### src/rtl/absolute_value_pipelined.sv
// Alpha-max-beta-min magnitude estimator for |re + j*im|.
// Three-stage pipeline with a clock-enable stall and a valid sideband,
// a coefficient set selected per sample, and a per-frame peak tracker
// that reports the largest magnitude and its 0-based index in the frame.
module absolute_value_pipelined #(
    parameter int DATA_WIDTH = 18,
    parameter int FRAME_LEN  = 1024,
    parameter int IDX_WIDTH  = $clog2(FRAME_LEN)
) (
    input  logic                         clock,
    input  logic                         resetN,
    input  logic                         enable,
    input  logic                         validIn,
    input  logic [1:0]                   mode,
    input  logic signed [DATA_WIDTH-1:0] dataInRe,
    input  logic signed [DATA_WIDTH-1:0] dataInIm,
    output logic                         validOut,
    output logic signed [DATA_WIDTH:0]   dataOut,
    output logic                         peakValid,
    output logic signed [DATA_WIDTH:0]   peakValue,
    output logic [IDX_WIDTH-1:0]         peakIndex
);

    localparam logic [DATA_WIDTH-1:0] ONE_DW   = DATA_WIDTH'(1);
    localparam logic [IDX_WIDTH-1:0]  CNT_LAST = IDX_WIDTH'(FRAME_LEN - 1);
    localparam logic [IDX_WIDTH-1:0]  CNT_ONE  = IDX_WIDTH'(1);

    // Stage 1: absolute values (unsigned, so the most negative input is exact)
    logic [DATA_WIDTH-1:0] re_u, im_u;
    logic [DATA_WIDTH-1:0] a_d, b_d, a_q, b_q;
    logic                  vld1_q;
    logic [1:0]            mode1_q;

    // Stage 2: ordered pair
    logic [DATA_WIDTH-1:0] mx_d, mn_d, mx_q, mn_q;
    logic                  vld2_q;
    logic [1:0]            mode2_q;

    // Stage 3: magnitude estimate
    logic [DATA_WIDTH:0]   mx_w, mn_w, sum_d;
    logic signed [DATA_WIDTH:0] data_q;
    logic                  vld3_q;

    // Peak tracker
    logic [DATA_WIDTH:0]   mag_u;
    logic [IDX_WIDTH-1:0]  cnt_d, cnt_q;
    logic [DATA_WIDTH:0]   pv_d, pv_q;
    logic [IDX_WIDTH-1:0]  pi_d, pi_q;
    logic [DATA_WIDTH:0]   cand_v;
    logic [IDX_WIDTH-1:0]  cand_i;
    logic [DATA_WIDTH:0]   pk_val_d, pk_val_q;
    logic [IDX_WIDTH-1:0]  pk_idx_d, pk_idx_q;
    logic                  pk_vld_d, pk_vld_q;

    assign re_u = dataInRe;
    assign im_u = dataInIm;

    // Two's-complement negate in unsigned DATA_WIDTH bits; -2^(N-1) maps to 2^(N-1)
    always_comb begin
        a_d = re_u;
        b_d = im_u;
        if (re_u[DATA_WIDTH-1]) a_d = (~re_u) + ONE_DW;
        if (im_u[DATA_WIDTH-1]) b_d = (~im_u) + ONE_DW;
    end

    // Stage 1 registers
    always_ff @(posedge clock or negedge resetN) begin
        if (!resetN) begin
            a_q     <= '0;
            b_q     <= '0;
            vld1_q  <= 1'b0;
            mode1_q <= 2'd0;
        end else if (enable) begin
            a_q     <= a_d;
            b_q     <= b_d;
            vld1_q  <= validIn;
            mode1_q <= mode;
        end
    end

    // Order the pair; on a tie mx takes a
    always_comb begin
        mx_d = a_q;
        mn_d = b_q;
        if (b_q > a_q) begin
            mx_d = b_q;
            mn_d = a_q;
        end
    end

    // Stage 2 registers
    always_ff @(posedge clock or negedge resetN) begin
        if (!resetN) begin
            mx_q    <= '0;
            mn_q    <= '0;
            vld2_q  <= 1'b0;
            mode2_q <= 2'd0;
        end else if (enable) begin
            mx_q    <= mx_d;
            mn_q    <= mn_d;
            vld2_q  <= vld1_q;
            mode2_q <= mode1_q;
        end
    end

    // Coefficient sets; every shifted term is floored on its own
    always_comb begin
        mx_w = {1'b0, mx_q};
        mn_w = {1'b0, mn_q};
        unique case (mode2_q)
            2'd0:    sum_d = mx_w + (mn_w >> 2);
            2'd1:    sum_d = mx_w + (mn_w >> 2) + (mn_w >> 3);
            2'd2:    sum_d = mx_w - (mx_w >> 4) + (mn_w >> 1) - (mn_w >> 5);
            default: sum_d = mx_w + (mn_w >> 1);
        endcase
    end

    // Stage 3 registers; the result never exceeds 1.5*2^(N-1), so bit N stays 0
    always_ff @(posedge clock or negedge resetN) begin
        if (!resetN) begin
            data_q <= '0;
            vld3_q <= 1'b0;
        end else if (enable) begin
            data_q <= $signed(sum_d);
            vld3_q <= vld2_q;
        end
    end

    assign mag_u = data_q;

    // Running peak: index 0 loads unconditionally, later samples need strictly greater
    always_comb begin
        cnt_d    = cnt_q;
        pv_d     = pv_q;
        pi_d     = pi_q;
        pk_val_d = pk_val_q;
        pk_idx_d = pk_idx_q;
        pk_vld_d = 1'b0;
        cand_v   = pv_q;
        cand_i   = pi_q;
        if (cnt_q == '0 || mag_u > pv_q) begin
            cand_v = mag_u;
            cand_i = cnt_q;
        end
        if (vld3_q) begin
            pv_d = cand_v;
            pi_d = cand_i;
            if (cnt_q == CNT_LAST) begin
                cnt_d    = '0;
                pk_val_d = cand_v;
                pk_idx_d = cand_i;
                pk_vld_d = 1'b1;
            end else begin
                cnt_d = cnt_q + CNT_ONE;
            end
        end
    end

    // Peak tracker registers; the frame-end pulse lasts one enabled edge
    always_ff @(posedge clock or negedge resetN) begin
        if (!resetN) begin
            cnt_q    <= '0;
            pv_q     <= '0;
            pi_q     <= '0;
            pk_val_q <= '0;
            pk_idx_q <= '0;
            pk_vld_q <= 1'b0;
        end else if (enable) begin
            cnt_q    <= cnt_d;
            pv_q     <= pv_d;
            pi_q     <= pi_d;
            pk_val_q <= pk_val_d;
            pk_idx_q <= pk_idx_d;
            pk_vld_q <= pk_vld_d;
        end
    end

    assign validOut  = vld3_q;
    assign dataOut   = data_q;
    assign peakValid = pk_vld_q;
    assign peakValue = $signed(pk_val_q);
    assign peakIndex = pk_idx_q;

endmodule

### config.mk
export PLATFORM = sky130hd
export DESIGN_NAME = absolute_value_pipelined
export DESIGN_NICKNAME = d
export VERILOG_FILES = /design/src/rtl/absolute_value_pipelined.sv
export SDC_FILE = /design/constraint.sdc
export NUM_CORES = 1
export LEC_CHECK = 0
export BUFFER_PORTS_ARGS = -buffer_cell sky130_fd_sc_hd__buf_2
export CAP_MARGIN = 20
export CORE_MARGIN = 5
export CORE_UTILIZATION = 55
export CTS_CLUSTER_DIAMETER = 40
export DETAILED_ROUTE_END_ITERATION = 7
export PLACE_DENSITY = 0.74
export SLEW_MARGIN = 20
export SYNTH_ARGS = -nofsm -noshare
export SYNTH_HDL_FRONTEND = slang
export SYNTH_SLANG_ARGS = --single-unit
### constraint.sdc
create_clock -name clock -period 5.26 [get_ports clock]
set_clock_uncertainty 0.15 [all_clocks]
set_input_delay 0.526 -clock clock [delete_from_list [all_inputs] [get_ports clock]]
set_output_delay 0.526 -clock clock [all_outputs]
set_load 0.05 [all_outputs]
==> Word level (Yosys, flattened, before mapping) <==
Index checks and enable logic that the tools add are counted.
{ "totals": {"reg_bits": 167, "latch_bits": 0, "mem_bits_rw": 0, "rom_bits": 0, "input_bits": 42, "out_inout_bits": 50, "word_cells": 47, "n_memories": 0} }
{ "op_classes": {"addsub": 9, "mul": 0, "div": 0, "n_lt_le_gt_ge": 2, "n_eq_ne": 3, "shift": 0, "muxes": 10, "bitwise_logic": 2, "reduce_logical": 5} }
{ "op_table": {"columns": ["operator", "n"], "rows": [
  ["$mux W18", 4],
  ["$pmux W19 S3", 1],
  ["$add A18 B1 Y18 const B", 2],
  ["$not A18 Y18", 2],
  ["$mux W10", 2],
  ["$add A18 B16 Y19", 1],
  ["$add A18 B17 Y19", 1],
  ["$add A19 B15 Y19", 1],
  ["$add A19 B17 Y19", 1],
  ["$gt A19 B19 Y1", 1],
  ["$mux W19", 1],
  ["$sub A18 B14 Y19", 1],
  ["$sub A19 B13 Y19", 1],
  ["$gt A18 B18 Y1", 1],
  ["$add A10 B1 Y10 const B", 1],
  ["$eq A10 B10 Y1 const B", 1],
  ["$logic_not A10 Y1", 1],
  ["$reduce_and A3 Y1", 1],
  ["$eq A2 B1 Y1 const B", 1],
  ["$eq A2 B2 Y1 const B", 1],
  ["$logic_not A2 Y1", 1],
  ["$mux W1", 2],
  ["$reduce_and A2 Y1", 1],
  ["$logic_or A1 B1 Y1", 1]
]} }

==> Longest topological paths before layout <==
{ "depth": {"ltp_word": 4, "ltp_mapped": 17, "ltp_nobuf": 17} }

==> Least setup slack after synthesis <==
No wires, ideal clock.
{ "synth_timing": {"path_kind": "flip-flop to flip-flop", "from": "register mx_q[4]", "to": "register data_q[18] (netlist: dataOut[18])", "setup_ns": 0.082, "t_arrival_ns": 4.024, "t_required_ns": 5.028, "setup_slack_ns": 1.004, "path_stages_with_launch": 17, "path_buffers": 0, "synth_period_minus_slack_ns": 4.256, "cell_sequence": "dfrtp_1 > inv_1 > fa_1 > inv_1 > fa_1 > inv_1 > ha_1 > fa_1 > a211oi_1 > o21bai_1 > a221o_1 > a2111oi_4 > nor3_2 > a211oi_2 > nor2_1 > or4_1 > a31oi_1"} }
{ "synth_between": {"elab_chain_cells": 4, "word_cells_on_any_way": 7, "cone_classes": "add/sub: 6; mux: 1"} }
{ "synth_lines": {"columns": ["element", "line", "text"], "rows": [
  ["start, declared", "35", "logic [DATA_WIDTH-1:0] mx_d, mn_d, mx_q, mn_q;"],
  ["start signal, assigned", "99", "mx_q <= mx_d;"],
  ["$sub A18 B14 Y19", "113", "2'd2: sum_d = mx_w - (mx_w >> 4) + (mn_w >> 1) - (mn_w >> 5);"],
  ["$add A19 B17 Y19", "113", null],
  ["$sub A19 B13 Y19", "113", null],
  ["$pmux W19 S3 (*)", "110", "unique case (mode2_q)"],
  ["end signal, assigned", "124", "data_q <= $signed(sum_d);"],
  ["end, declared", "41", "logic signed [DATA_WIDTH:0] data_q;"]
]} }
Mark *: on every way between the ends. The rest lies on a longest branch, timed or not.
A chain may end at the register's enable or synchronous reset.

==> Worst setup path after layout <==
{ "layout_timing": {"from": "register mn_q[5]", "to": "register data_q[18] (netlist: dataOut[18])"} }
{ "layout_between": {"elab_chain_cells": 3, "word_cells_on_any_way": 6, "cone_classes": "add/sub: 5; mux: 1"} }
{ "layout_lines": {"columns": ["element", "line", "text"], "rows": [
  ["start, declared", "35", null],
  ["start signal, assigned", "100", "mn_q <= mn_d;"],
  ["$add A19 B17 Y19 or $add A18 B16 Y19 (tied branches)", "113, 111, 112", null],
  ["$sub A19 B13 Y19 or $add A19 B15 Y19 (tied branches)", "113, 112", null],
  ["$pmux W19 S3 (*)", "110", null]
]} }
Marks and branches as above.

==> run summary <==
remaining max-slew budget at the tightest pin: 28.11%
core occupancy in the finished layout: 61.83%
drt wl/cell: 17.22 um
Worst Path Arrival: 4780 ps
library cell contributing the largest single delay on the critical path: fa_1
Warnings, synthesis: 0
floorplan die area: 26160 sq um
number of enable-type register cells in the synthesized netlist: 0
maximum clock frequency: 218.7 MHz
Tightest Hold Check Type: primary input to asynchronous set/reset pin
internal power consumption: 0.005425 W
leakage power figure: 6.686 nW
total of flip-flops plus latches after synthesis: 166
Die X: 161.7 um
Filler cells: 1906
aggregate global-route resource usage: 22.99%
simple-gate portion of the synthesized area: 12.55%
number of resized instances in the post-cts repair step: 0
most frequent cells in the layout: dfrtp_1 (166), inv_1 (129), ha_1 (123)
Reg2Reg Setup Slack: 690 ps
height of the die: 161.7 um
GR Overflow Total: 0
via count of the first global-routing pass: 9815
syn_area_per_cell: 9.277 sq um
data required time at the worst endpoint: 5470 ps
worst vdd rail ir drop: 390.8 uV
transition time at the pin with the least slew margin: 1078 ps
total power per unit cell area: 736.9 nW/um^2
H-Tree Level Count: 4
top cells by area in the synthesized netlist: dfrtp_1 (33%), ha_1 (12%), fa_1 (4.9%), mux2_2 (3.9%), inv_1 (3.8%)
count of different cell masters after synthesis: 64
Max Transition Viols Final: 0
fin crit period: 4572 ps
Setup Fix Bufs, Post-CTS: 0
routability congestion estimate: 0.9084
dominant combinational cell family by area after synthesis: compound AO/OA/AOI/OAI gates
fin nets: 1625
Mapped Area: 12660 sq um
detail-routed via count per cell: 5.855
number of endpoints with negative hold slack in the final report: 7
category of cells accounting for the largest share of critical-path delay: adder cells
setup violation total in the final timing report: 0
layout cells sized above 1: 13.52%
initial antenna violation count: 0
worst path buffer plus inverter count: 3
nets in the synthesized netlist: 1561
fraction of power consumed by the clock network: 13.0%
Worst-path clk slew: 70 ps
portion of the post-synthesis area used by sequential elements: 32.80%
net load switching power: 0.004890 W
mux share of post-synthesis cell area: 8.082%
PortBufs: 91
Comb power frac: 67.9%
total of max-cap violations: 0
share of the clock period used by the worst path: 86.91%
most area-hungry cell type in the Yosys netlist: dfrtp_1
detailed-router iteration count before antenna repair: 6
adder and majority gate portion of the synthesized area: 17.05%
antenna-violating nets left: 0
xor and xnor area share after synthesis: 6.156%
maximum number of pins on one net before global-route repair: 111
critical path class: register to register
clk root buf: clkbuf_16
failing checks: hold timing
first-pass GRT wire length: 49.31 mm
post-cts hold buffer count: 0
result of the run: finished, violations left
flip-flop cell with the highest count after synthesis: dfrtp_1
Sum Neg Setup Slack: 0 ps
initial detailed-routing violation count: 659
antenna diode count: 0
sequential share of power: 19.2%
critical path, cell by cell: inv_1 -> fa_1 -> inv_1 -> fa_1 -> inv_1 -> ha_1 -> fa_1 -> a211oi_1 -> o21bai_1 -> a221o_1 -> a2111oi_4 -> nor3_2 -> a211oi_2 -> nor2_1 -> or4_1 -> a31oi_1
CP max stage delay: 490 ps
share of the synthesized area in compound gates (AO/OA/AOI/OAI): 17.95%
clock tree from TritonCTS: done
clock sink total: 166
net switching fraction of the power: 47.41%
CTS Buffer Depth: 2
number of vias after detailed routing: 10111
sort of element at the end of the critical path: register
asr flop ratio synth: 100.0%
Hold Slack: -9.985 ps
post-synthesis to final-layout area growth: 10.54%
starting utilization of the core area: 55.93%
cts bufs inserted: 17
kind of start point of the critical path: register
number of remaining DRC errors: 0
worst skew pair latency: 440 ps
HPWL Detailed: 22.64 mm
placeable core region: 22640 sq um
Top-Level Pins: 92
setup repair after global routing missed its margin: false
leading cell type in the layout, fill and taps excluded: dfrtp_1
fraction of post-synthesis cell area in the top cell type by area: 32.80%
CP max FO: 4
Rows: 55
detailed-route wire length: 29.74 mm
number of instances in the synthesized netlist: 1365
-- cell usage after synthesis (all sizes together) (22+ instances only) --
cell type	n
xor2	47
o21ai	86
mux2	44
a21o	22
dfrtp	166
ha	123
inv	129
o221ai	35
nand2	116
clkbuf	39
nand3	46
xnor2	42
fa	31
nor2	96
mux2i	28
a21oi	94
-- sequential cells by signal (all words and copies together) (netlist names), 2 cells and up --
signal	cells
a_q	18
b_q	18
cnt_q	10
dataOut	19
mn_q	17
mode1_q	2
mode2_q	2
mx_q	18
peakIndex	10
peakValue	19
pi_q	10
pv_q	19
-- final timing paths --
path	from	endpoint	cells past startpoint
hold / removal	resetN	peakValue[3]	1
hold reg to reg	peakIndex[3]	peakIndex[3]	2
min in group clock	validIn	vld1_q	2
max in group asynchronous	resetN	mn_q[15]	2
setup / recovery	mn_q[5]	dataOut[18]	16
setup reg to reg	mn_q[5]	dataOut[18]	16
-- metrics by stage --
stage / hold WS [ps] / setup WS [ps] / total power (W) / cells / instance area [sq um]
final: -9.985 / 688.3 / 0.01032 / 1727 / 14000
after CTS: 39.14 / 697.6 / 0.01026 / 1727 / 14000
after global placement: 297.2 / 798.9 / 0.008677 / 1695 / 13370
after global routing: 69.38 / 294.4 / 0.01114 / 1727 / 14000
after detailed placement: 300.6 / 706.6 / 0.008864 / 1695 / 13370
after floorplan: 80.41 / 1004 / 0.007315 / 1365 / 12660
-- metal layers --
metal	vias up	track usage, %	wire length (um)
li1	4957	-	-
met1	4863	33.07	14040
met2	269	37.39	13850
met3	22	3.578	1519
met4	0	4.614	336
met5	-	0	0
-- cell type report --
| cell class | count | area [sq um] | area share (%) |
|---|---|---|---|
| clock inverter | 15 | 206.4 | 1.475 |
| tap | 285 | 356.6 | 2.547 |
| sequential | 166 | 4154 | 29.67 |
| multi-input combinational | 1017 | 7839 | 56.00 |
| clock buffer | 17 | 425.4 | 3.039 |
| timing repair buffer | 98 | 533.0 | 3.808 |
| inverter | 129 | 484.2 | 3.459 |
-- logic make-up after synthesis --
kind of cell    count (synthesis)
xor+xnor                       89
buf+inv                       182
mux                            83
flops                         166
fa+ha+maj                     154
compound gates                345
simple gates                  346
-- power groups by stage --
stage / Sequential, W / Clock [W] / Combinational [W]
after global placement: 0.00197 / 0 / 0.00670
after floorplan: 0.00212 / 0 / 0.00520
after detailed placement: 0.00199 / 0 / 0.00687
final: 0.00198 / 0.00134 / 0.00700
after CTS: 0.00197 / 0.00136 / 0.00693
after global routing: 0.00203 / 0.00141 / 0.00770
(Power assumes the default switching activity.)
